`config.mk`:
```
export PLATFORM = sky130hd
export DESIGN_NAME = palette_write_sched
export DESIGN_NICKNAME = d
export VERILOG_FILES = /design/src/rtl/palette_write_sched.sv
export SDC_FILE = /design/constraint.sdc
export NUM_CORES = 1
export LEC_CHECK = 0
export CORE_ASPECT_RATIO = 1.25
export CORE_MARGIN = 2
export CORE_UTILIZATION = 50
export CTS_CLUSTER_SIZE = 8
export DETAILED_ROUTE_END_ITERATION = 7
export PLACE_DENSITY = 0.76
export SLEW_MARGIN = 20
export SYNTH_ARGS = -nofsm -noshare
export SYNTH_HDL_FRONTEND = slang
export SYNTH_SLANG_ARGS = --single-unit
```
`constraint.sdc`:
```
create_clock -name clk -period 3.18 [get_ports clk]
set_clock_uncertainty 0.05 [all_clocks]
set_input_delay 0.795 -clock clk [delete_from_list [all_inputs] [get_ports clk]]
set_output_delay 0.795 -clock clk [all_outputs]
set_load 0.02 [all_outputs]
```
`src/rtl/palette_write_sched.sv`:
```
// Palette RAM write-port sequencer: clears all 16 entries after reset, then
// commits queued CPU palette writes in order, one per cycle, while blanking.
module palette_write_sched #(
  parameter int FIFO_DEPTH = 4,
  parameter bit BLANK_ONLY = 1'b1
) (
  input  logic                             clk,
  input  logic                             reset,
  input  logic                             cpu_valid,
  output logic                             cpu_ready,
  input  logic [3:0]                       cpu_addr,
  input  logic [7:0]                       cpu_data,
  input  logic                             blank,
  output logic                             pal_we,
  output logic [3:0]                       pal_addr_wr,
  output logic [7:0]                       pal_data_in,
  output logic                             init_done,
  output logic [$clog2(FIFO_DEPTH+1)-1:0]  pending
);

  localparam int PW = $clog2(FIFO_DEPTH);
  localparam int CW = $clog2(FIFO_DEPTH+1);

  typedef enum logic {CLEAR, RUN} state_e;

  state_e                       state_q, state_d;
  logic [3:0]                   clr_idx_q, clr_idx_d;
  logic [PW-1:0]                wr_ptr_q, wr_ptr_d;
  logic [PW-1:0]                rd_ptr_q, rd_ptr_d;
  logic [CW-1:0]                pending_q, pending_d;
  logic [FIFO_DEPTH-1:0][11:0]  mem_q, mem_d;
  logic                         we_q, we_d;
  logic [3:0]                   addr_q, addr_d;
  logic [7:0]                   data_q, data_d;
  logic                         done_q, done_d;
  logic                         push, pop;

  // Fullness is judged on the current occupancy only; a same-edge pop does not free a slot.
  assign cpu_ready   = !reset && (pending_q < CW'(FIFO_DEPTH));
  assign pal_we      = we_q;
  assign pal_addr_wr = addr_q;
  assign pal_data_in = data_q;
  assign init_done   = done_q;
  assign pending     = pending_q;

  always_comb begin
    state_d   = state_q;
    clr_idx_d = clr_idx_q;
    wr_ptr_d  = wr_ptr_q;
    rd_ptr_d  = rd_ptr_q;
    mem_d     = mem_q;
    we_d      = 1'b0;
    addr_d    = addr_q;
    data_d    = data_q;
    done_d    = done_q;
    pop       = 1'b0;
    push      = cpu_valid && cpu_ready;

    if (push) begin
      mem_d[wr_ptr_q] = {cpu_addr, cpu_data};
      wr_ptr_d        = wr_ptr_q + PW'(1);
    end

    case (state_q)
      CLEAR: begin
        we_d      = 1'b1;
        addr_d    = clr_idx_q;
        data_d    = 8'h00;
        clr_idx_d = clr_idx_q + 4'd1;
        if (clr_idx_q == 4'd15) state_d = RUN;
      end
      default: begin
        done_d = 1'b1;
        // Head is read from mem_q, so a same-edge push never bypasses into the pop.
        if ((pending_q != '0) && (blank || !BLANK_ONLY)) begin
          pop              = 1'b1;
          we_d             = 1'b1;
          {addr_d, data_d} = mem_q[rd_ptr_q];
          rd_ptr_d         = rd_ptr_q + PW'(1);
        end
      end
    endcase

    pending_d = pending_q + CW'(push) - CW'(pop);
  end

  always_ff @(posedge clk) begin
    if (reset) begin
      state_q   <= CLEAR;
      clr_idx_q <= 4'd0;
      wr_ptr_q  <= '0;
      rd_ptr_q  <= '0;
      pending_q <= '0;
      we_q      <= 1'b0;
      addr_q    <= 4'd0;
      data_q    <= 8'h00;
      done_q    <= 1'b0;
    end else begin
      state_q   <= state_d;
      clr_idx_q <= clr_idx_d;
      wr_ptr_q  <= wr_ptr_d;
      rd_ptr_q  <= rd_ptr_d;
      pending_q <= pending_d;
      we_q      <= we_d;
      addr_q    <= addr_d;
      data_q    <= data_d;
      done_q    <= done_d;
    end
  end

  always_ff @(posedge clk) begin
    mem_q <= mem_d;
  end

endmodule
```
After elaboration in Yosys (flattened, before gate mapping)
Cells that the tools add are included.

Logic and storage cells: 45. Output and inout bits: 18. Bits of input ports: 16. Register bits: 74.

Eq/ne operators: 2. Multiplexer cells: 12. Bitwise logic cells: 1. Order comparisons: 4. Reductions and logical operators: 8. $add $sub $neg: 5.

Operator list (number): bitwise mux 48 bit (1); binary-select mux 12 bit (select 2 bit) (1); demux 12 bit (select 2 bit) (1); two-way mux 12 bit (2); two-way mux 4 bit (2); < comparator 2 x 3 -> 1 bit (second input constant) (2); two-way mux 1 bit (5); adder 2 x 1 -> 2 bit (second input constant) (2); adder 4 x 1 -> 4 bit (second input constant) (1); equality test 4 bit (second input constant) (1); logical AND 1 bit (4); adder 3 x 1 -> 3 bit (1); < comparator 3 bit (second input constant) (1); nonzero test 3 bit (1); subtractor 3 x 1 -> 3 bit (1); greater-or-equal comparator 2 x 1 -> 1 bit (second input constant) (1); != test 2 x 1 -> 1 bit (second input constant) (1); AND reduction 2 bit (1); OR reduction 2 bit (1); zero test 1 bit (1); NOT 1 bit (1).

Longest topological paths before layout
Gate-level depths: netlist of the first run.

Depth after elaboration: 5. Mapped depth: 10. Mapped depth without buffers: 10.

Worst setup path before layout of the first run
Ideal clock, no wire load.

Path type: in2reg. Start point: input port reset. End point: register pending_q[2], in the netlist pending[2]. Buffers on the path: 0. Setup time: 0.078 ns. Data arrival time: 2.461 ns. Cell stages on the path: 10. Data required time: 3.052 ns. Slack: 0.591 ns. Cell sequence: nor3b_2 > inv_1 > ha_1 > inv_1 > ha_1 > inv_1 > fa_1 > xor2_1 > and2_1 > nor3_1.

Cells in the longest elaborated chain, start to end: 5.

RTL lines: start, declared (RTL line 8) `input logic reset,`; zero test 1 bit (RTL line 39) `assign cpu_ready = !reset && (pending_q < CW'(FIFO_DEPTH));`; logical AND 1 bit (RTL line 39); logical AND 1 bit (RTL line 57) `push = cpu_valid && cpu_ready;`; adder 3 x 1 -> 3 bit (RTL line 84) `pending_d = pending_q + CW'(push) - CW'(pop);`; subtractor 3 x 1 -> 3 bit (RTL line 84); end signal, assigned (RTL line 103) `pending_q <= pending_d;`; end, declared (RTL line 30) `logic [CW-1:0] pending_q, pending_d;`.

Parallel ways exist; a longest one is shown, timed or not. A chain may end at the register's enable or synchronous reset.

Worst setup path after layout of the first run
Start point: input port reset. End point: output port cpu_ready.

Cells in the longest elaborated chain, start to end: 2.

RTL lines: zero test 1 bit (RTL line 39); logical AND 1 bit (RTL line 39); end, declared (RTL line 10) `output logic cpu_ready,`.

No other way between the ends.

==> results of run 1 <==
[registers in the layout, indices dropped and copies added (netlist names)]
register and cells:
rd_ptr_q 2, clr_idx_q 4, mem_q 48, state_q 1, pal_we 1, wr_ptr_q 2, pal_addr_wr 4, init_done 1
pal_data_in 8, pending 3
[area by class of cell]
type / count / area share [%]
Multi-Input combinational cell: 100 / 24.8
Sequential cell: 74 / 55.6
Inverter: 7 / 0.745
Tap cell: 66 / 2.34
Clock inverter: 5 / 2.23
Timing Repair Buffer: 37 / 10.2
Clock buffer: 11 / 4.01
[synthesized netlist by cell type (all sizes together)]
library cell,number,area (um2)
xnor2,3,26.3
a31oi,1,6.26
nand4b,1,8.76
mux2i,1,10.0
xor2,3,26.3
o311ai,1,16.3
inv,7,26.3
o21ai,1,5.00
a311oi,4,41.3
mux4,12,312
or3,1,6.26
nor2b,2,12.5
nor3,1,5.00
ha,7,87.6
clkbuf,3,21.3
nand2b,1,6.26
o31a,1,10.0
nand2,25,93.8
nor3b,1,12.5
nor2,16,60.1
o31ai,2,28.8
dfxtp,26,521
fa,1,20.0
and2,5,31.3
a21oi,10,50.1
edfxtp,48,1440
buf,5,30.0
[metrics by stage]
step | power (uW) | instances | hold slack [ns]
final | 1990 | 300 | 0.408
after global routing | 2070 | 300 | 0.430
after CTS | 2010 | 300 | 0.408
after detailed placement | 1230 | 284 | 0.398
after global placement | 1220 | 284 | 0.393
after floorplan | 1170 | 189 | 0.434
[power by group]
group | switching (uW) | leakage [uW] | internal [uW] | total [uW]
clock network | 324 | 0.000103 | 460 | 784
logic | 68.6 | 0.000440 | 61.7 | 130
registers | 19.2 | 0.000647 | 1050 | 1070
total | 412 | 0.00119 | 1580 | 1990
[worst paths after layout]
check	start	endpoint	slack, ns	cells after the start
setup / recovery	reset	cpu_ready	0.20	4
hold / removal	pal_data_in[0]	pal_data_in[0]	0.41	2
setup reg to reg	pending[1]	pending[2]	0.82	10
hold reg to reg	pal_data_in[0]	pal_data_in[0]	0.41	2
[cells by family after synthesis]
family	after synthesis
mux	13
compound gates	20
flops	74
simple gates	53
buf+inv	15
fa+ha+maj	8
xor+xnor	6
[worst max-delay path, stage by stage]
cell	delay [ns]
clkdlybuf4s50_1	0.45
buf_4	0.19
nor2_1	0.09
clkdlybuf4s50_1	0.60
[metal layers]
metal | up-vias | part of all wire, % | GRT usage (%)
met5 | - | 0 | 0
met4 | 0 | 1.5 | 8.23
met3 | 7 | 3.8 | 4.85
met2 | 32 | 52 | 25.6
met1 | 745 | 42 | 19.1
li1 | 778 | - | -
==> flow_summary_export.csv, run 1 <==
group,metric,value,unit
global_routing,antenna_found_initial,0,
place,place_ws,0.145,ns
final_layout,nets,253,
synthesis,netlist_instances,189,
place,hpwl,2940,um
synthesis,synth_top_family_by_area,"multiplexers",
timing,final-hold-violation-count,0,
clock_network,clock_latency,0.34,ns
drt,wirelength,4410,um
synthesis,ys_ff_latch,74,
global_routing,grt_pass1_vias,1474,
synthesis,synthSimpleGateAreaFrac,8.11,%
place,placed_cell_area,3310,um2
setup_path,crit_required,2.33,ns
clock_network,clockRootBuffer,"clkbuf_8",
clock_network,ctsResizeCount,0,
clock_network,cts_hold_buf,0,
clock_network,cts_setup_buffers,0,
global_routing,grt_max_degree,17,
drt,drt_first_pass_iters,4,
die,start_util,51.1,%
die,rows,31,
timing,fin_setup_tns,0,ns
clock_network,cts_sinks,74,
synthesis,syn-cell-area,2920,um2
synthesis,ys_warn_count,0,
synthesis,synth-compound-area-share,5.41,%
drt,drc_errors,0,
timing,layout_setup_ws,0.202,ns
synthesis,synth_area_per_cell,15.4,um2
global_routing,grt_pass1_wl,7280,um
clock_network,h-tree-depth,3,
setup_path,crit_path_end_kind,"output port",
job,drv_cap,0,
drt,first_iter_violations,100,
drt,drt.antenna.violating_nets,0,
final_layout,postLayoutCellArea,3530,um2
final_layout,multi_input_area,876,um2
setup_path,critPathKind,"input pin to output port",
final_layout,layout_commonest_cell,"edfxtp_1",
die,pin_count,34,
final_layout,fill_cells,432,
final_layout,final_layout_size_suffix_gt1_share,10.3,%
final_layout,syn_to_final_growth,21.0,%
clock_network,cts_buffers,9,
final_layout,n_antenna_cell,0,
timing,tightest_slew,0.686,ns
synthesis,synth_mux_area_share,11.0,%
timing,max_freq,336,MHz
final_layout,final-seq-area,1960,um2
drt,wl_per_cell,14.7,um
clock_network,cts_tree,"yes",
timing,maxSlewHeadroom,54.2,%
synthesis,yosysUniqueCellTypes,33,
clock_network,clkSlewWorstSetupHoldPaths,0.07,ns
synthesis,synthXorXnorAreaFrac,1.80,%
drt,vias,1562,
die,die_h,89.4,um
synthesis,synth_fa_ha_area_share,3.69,%
final_layout,post-route-util,61.9,%
drt,vias_per_cell,5.21,
global_routing,grt_usage,15.8,%
hold_path,hold_class,"flip-flop to flip-flop",
pwr,powerDensity,564,nW/um2
die,die_w,72.3,um
place,numPortBuffers,33,
timing,finalSetupViolCount,0,
timing,rsz0062_at_grt,"false",
timing,timing.final.max_slew_violations,0,
setup_path,startpoint_type,"input pin",
pwr,max-vdd-ir-drop,0.338,mV
final_layout,final_cell_mix,"edfxtp_1, clkdlybuf4s50_1, dfxtp_1",
synthesis,synth_fp_nets,213,
setup_path,path_max_fanout,11,
outcome,outcome,"completed",
place,place_congestion,0.727,
die,die_area,6460,um2
clock_network,clockBufferDepth,2,
global_routing,grt_overflow,0,
die,core,5700,um2
timing,min_period,2.98,ns
timing,fin_crit_sh,93.6,%
pwr,leakagePower,0.00119,uW
setup_path,crit_arrival,2.13,ns
synthesis,seq_area_frac_synth,67.3,%
No activity file was read; power rests on OpenSTA's default activity.
==> run 2, diff against run 1 <==
- CORE_MARGIN: 2 -> 3
- PLACE_DENSITY: 0.76 -> 0.81
==> run 2 against run 1 <==
Critical path depth down 1. Combinational power about the same. Via count up 2.2%. Critical path type unchanged. Critical endpoint unchanged. Largest power group unchanged.
==> flow_summary_export.csv, run 2 (synthesized netlist as in run 1, its figures left out) <==
group,metric,value,unit
outcome,outcome,"completed",
die,start_util,52.8,%
job,drv_cap,0,
timing,maxSlewHeadroom,52.7,%
drt,wl_per_cell,16.6,um
die,core,5520,um2
drt,drc_errors,0,
timing,tightest_slew,0.708,ns
clock_network,cts_tree,"yes",
setup_path,crit_family,"buffers and inverters",
timing,finalSetupViolCount,0,
final_layout,final_layout_size_suffix_gt1_share,10.7,%
setup_path,reg2reg_slack,0.79,ns
setup_path,crit_required,2.33,ns
die,die_w,74.3,um
drt,wirelength,4920,um
pwr,max-vdd-ir-drop,0.429,mV
global_routing,grt_usage,16.9,%
setup_path,critPathSlowestCell,"clkdlybuf4s50_1",
setup_path,critPathKind,"input pin to output port",
final_layout,largest_reg_flops,48,
place,numPortBuffers,33,
setup_path,reg2reg_to,"pending[2]",
drt,drt_first_pass_iters,4,
clock_network,clockBufferDepth,2,
final_layout,largest-register,"mem_q",
setup_path,r2r.worst_path.cells,10,
timing,fin_crit_sh,87.8,%
setup_path,cp_num_cells,3,
drt,vias_per_cell,5.38,
clock_network,h-tree-depth,3,
hold_path,holdPathStages,2,
die,die_area,6790,um2
timing,fin_setup_tns,0,ns
final_layout,nets,252,
timing,final-hold-violation-count,0,
place,hpwl,3280,um
timing,rsz0062_at_grt,"false",
die,die_h,91.4,um
timing,timing.final.max_slew_violations,0,
setup_path,cp-startpoint,"reset",
final_layout,post-route-util,63.7,%
pwr,powerDensity,566,nW/um2
clock_network,clock_latency,0.34,ns
clock_network,clkSlewWorstSetupHoldPaths,0.07,ns
clock_network,clockRootBuffer,"clkbuf_8",
place,place_congestion,0.754,
pwr,leakagePower,0.00119,uW
final_layout,syn_to_final_growth,20.6,%
setup_path,startpoint_type,"input pin",
timing,max_freq,358,MHz
setup_path,crit_end,"cpu_ready",
global_routing,grt_pass1_wl,8330,um
die,pin_count,34,
hold_path,hold_class,"flip-flop to flip-flop",
die,rows,30,
global_routing,grt_max_degree,20,
clock_network,cts_hold_buf,0,
final_layout,n_antenna_cell,0,
clock_network,ctsResizeCount,0,
setup_path,critical-path-max-stage-delay,0.60,ns
drt,vias,1597,
clock_network,cts_buffers,9,
setup_path,path_cells,"clkdlybuf4s50_1, nor2_1, clkdlybuf4s50_1",
final_layout,layout_commonest_cell,"edfxtp_1",
global_routing,grt_pass1_vias,1703,
global_routing,antenna_found_initial,0,
drt,drt.antenna.violating_nets,0,
final_layout,final_cell_mix,"edfxtp_1, clkdlybuf4s50_1, dfxtp_1",
setup_path,crit_path_frequent_cell,"clkdlybuf4s50_1",
setup_path,crit_arrival,1.95,ns
clock_network,cts_sinks,74,
drt,first_iter_violations,59,
setup_path,reg2reg_from,"pending[1]",
setup_path,crit_path_end_kind,"output port",
clock_network,cts_setup_buffers,0,
setup_path,path_max_fanout,3,
timing,min_period,2.79,ns
global_routing,grt_overflow,0,
setup_path,crit_buf_inv,2,
-- run 2: changes by cell type in the layout (fill, tap and decap cells not counted) --
| cell | delta |
|---|---|
| clkinv_2 | +2 |
| clkinv_1 | -1 |
| clkbuf_1 | -1 |
| clkbuf_8 | -1 |
| clkinv_4 | +1 |
| buf_4 | -1 |
-- run 2: through the flow --
| step | area [um2] | power, uW | hold WS [ns] | std cells | worst slack [ns] |
|---|---|---|---|---|---|
| after floorplan | 2920 | 1170 | 0.434 | 189 | 0.591 |
| after global placement | 3300 | 1220 | 0.395 | 281 | 0.218 |
| after detailed placement | 3300 | 1230 | 0.399 | 281 | 0.120 |
| after CTS | 3510 | 2010 | 0.409 | 297 | 0.381 |
| after global routing | 3510 | 2070 | 0.421 | 297 | 0.325 |
| final | 3510 | 1990 | 0.407 | 297 | 0.388 |
-- run 2: power by group --
part	leakage, uW	switching [uW]	internal (uW)	total, uW
clock	0.000105	343	440	783
combinational	0.000435	69.9	61.1	131
sequential	0.000647	20.1	1050	1070
-- run 2: worst min-delay path by stage --
stage	to	slack, ns	from
final	pal_data_in[3]	0.41	pal_data_in[3]
after global routing	pal_data_in[7]	0.42	pal_data_in[7]
after CTS	pal_data_in[3]	0.41	pal_data_in[3]
after detailed placement	pal_data_in[3]	0.40	pal_data_in[3]
after global placement	pal_data_in[4]	0.40	pal_data_in[4]
after floorplan	pal_addr_wr[3]	0.43	clr_idx_q[3]
-- run 2: layout make-up --
| class | instances | area (um2) |
|---|---|---|
| Sequential cell | 74 | 1960 |
| Multi-Input combinational cell | 100 | 876 |
| Clock buffer | 9 | 124 |
| Fill cell | 404 | 2000 |
| Tap cell | 64 | 80.1 |
| Clock inverter | 7 | 93.8 |
| Timing Repair Buffer | 36 | 353 |
| Inverter | 7 | 26.3 |
-- run 2: layer usage --
metal / GRT usage, % / vias up / wire length, um
met1: 19.7 / 777 / 2060
met5: 0 / - / 0
met4: 8.31 / 0 / 66
met3: 5.32 / 7 / 208
met2: 27.6 / 33 / 2590
li1: - / 780 / -
-- run 2: worst register-to-register path: cells and delay by family, from the launching register on --
kind | cells | cell delay [ns]
AND/OR/NAND/NOR | 2 | 0.29
XOR/XNOR | 1 | 0.16
adder cells (fa/ha/maj) | 3 | 0.78
AO/OA/AOI/OAI | 1 | 0.43
flip-flops | 1 | 0.41
buffers and inverters | 3 | 0.21
==> run 3, diff against run 2 <==
--- a/config.mk
+++ b/config.mk
@@ -8,3 +8,3 @@
 export CORE_ASPECT_RATIO = 1.25
-export CORE_MARGIN = 3
+export CORE_MARGIN = 5
 export CORE_UTILIZATION = 50
==> constraint.sdc (replaced) <==
create_clock -name clk -period 3.18 [get_ports clk]
set_clock_uncertainty 0.05 [all_clocks]
set_input_delay 0.636 -clock clk [delete_from_list [all_inputs] [get_ports clk]]
set_output_delay 0.636 -clock clk [all_outputs]
set_load 0.02 [all_outputs]
==> run 3 against run 2 <==
Sequential share of layout area grew 0.34 points. Global-route usage shrank 3.2 points. Combinational power is essentially flat. Hold slack is essentially flat. Setup slack gained 0.12 ns. First-iteration DRC count grew 41%. Die area grew 10%. Non-clock buffer count is the same. Design area shrank 0.61%.
==> flow_summary_export.csv, run 3 (synthesized netlist as in run 1, its figures left out) <==
group,metric,value,unit
outcome,outcome,"completed",
pwr,leakagePower,0.00118,uW
timing,final-hold-violation-count,0,
setup_path,startpoint_type,"input pin",
final_layout,layout_commonest_cell,"edfxtp_1",
drt,drt_first_pass_iters,4,
timing,fin_setup_tns,0,ns
pwr,pwr-share-comb,6.8,%
timing,min_period,2.68,ns
timing,timing.final.max_slew_violations,0,
setup_path,path_max_fanout,20,
clock_network,h-tree-depth,3,
global_routing,grt_max_degree,21,
die,die_w,78.3,um
clock_network,clkSlewWorstSetupHoldPaths,0.07,ns
global_routing,grt_usage,13.7,%
die,die_area,7470,um2
clock_network,clockBufferDepth,2,
clock_network,cts_tree,"yes",
timing,finalSetupViolCount,0,
clock_network,ctsResizeCount,0,
timing,maxSlewHeadroom,53.5,%
place,dpl.cell_count,283,
global_routing,antenna_found_initial,0,
timing,fin_crit_sh,84.1,%
pwr,power_switching,410,uW
final_layout,final_layout_size_suffix_gt1_share,10.3,%
global_routing,grt_overflow,0,
clock_network,cts_sinks,74,
global_routing,grt_pass1_wl,7310,um
drt,drc_errors,0,
drt,vias_per_cell,5.29,
pwr,clockPowerShare,36.8,%
setup_path,critPathKind,"input pin to output port",
die,die_h,95.4,um
clock_network,clockRootBuffer,"clkbuf_8",
clock_network,cts_setup_buffers,0,
clock_network,cts_buffers,9,
timing,tightest_slew,0.697,ns
global_routing,grt_pass1_vias,1495,
hold_path,hold_class,"flip-flop to flip-flop",
place,numPortBuffers,33,
final_layout,n_antenna_cell,0,
drt,wl_per_cell,15.4,um
drt,first_iter_violations,83,
place,place_ws,0.334,ns
timing,layout_setup_ws,0.504,ns
pwr,p_int,1490,uW
die,core,5740,um2
drt,drt.antenna.violating_nets,0,
drt,vias,1582,
pwr,switching_share,21.6,%
die,rows,31,
clock_network,cts_hold_buf,0,
clock_network,clock_latency,0.34,ns
timing,hold_ws,0.407,ns
setup_path,crit_required,2.49,ns
final_layout,largest-register,"mem_q",
pwr,p_seq_share,56.4,%
job,drv_cap,0,
final_layout,nets,252,
final_layout,syn_to_final_growth,19.8,%
place,placed_cell_area,3300,um2
timing,max_freq,374,MHz
timing,rsz0062_at_grt,"false",
setup_path,crit_path_end_kind,"output port",
final_layout,postLayoutCellArea,3490,um2
pwr,powerDensity,545,nW/um2
die,pin_count,34,
final_layout,final_cell_mix,"edfxtp_1, clkdlybuf4s50_1, dfxtp_1",
drt,wirelength,4600,um
final_layout,layout.cells.non_filler,299,
final_layout,largest_reg_flops,48,
pwr,max-vdd-ir-drop,0.349,mV
place,hpwl,3110,um
die,start_util,50.8,%
setup_path,crit_arrival,1.99,ns
place,place_congestion,0.786,
[run 3: cell count changes in the layout (fill, tap and decap cells not counted), sizes merged]
| cell | change |
|---|---|
| clkbuf | +1 |
| bufinv | -1 |
| clkinv | +1 |
| clkinvlp | -1 |
[run 3: final timing paths]
path | startpoint | to | slack, ns | cells after the start
hold reg to reg | pal_data_in[6] | pal_data_in[6] | 0.41 | 2
setup reg to reg | pending[1] | pending[2] | 0.82 | 10
setup / recovery | reset | cpu_ready | 0.50 | 4
hold / removal | pal_data_in[6] | pal_data_in[6] | 0.41 | 2
[run 3: routing by layer]
metal  global-route usage [%]  up-vias  part of all wire [%]
met5                        0        -                     0
met1                     16.1      760                    42
li1                         -      779                     -
met4                     9.62        0                   3.1
met3                     3.02       12                   3.9
met2                     22.4       31                    51
[run 3: final cells by class]
cell class,instances,area (um2)
Timing Repair Buffer,36,353
Fill cell,440,2250
Tap cell,66,82.6
Multi-Input combinational cell,100,876
Inverter,7,26.3
Sequential cell,74,1960
Clock inverter,6,56.3
Clock buffer,10,138
[run 3: critical path: stages]
cell and delay [ns]:
clkdlybuf4s50_1 0.43, buf_4 0.22, nor2_1 0.10, clkdlybuf4s50_1 0.61
[run 3: power by group through the flow]
stage	combinational, uW	clock [uW]	sequential (uW)
after floorplan	69.3	0	1100
after global placement	127	0	1090
after detailed placement	131	0	1100
after CTS	132	719	1070
after global routing	143	758	1080
final	129	699	1070
[run 3: stage by stage]
stage | total power [uW] | utilization, %
after floorplan | 1170 | -
after global placement | 1220 | 57.5
after detailed placement | 1230 | 57.5
after CTS | 1920 | 60.9
after global routing | 1980 | 60.9
final | 1900 | 60.9
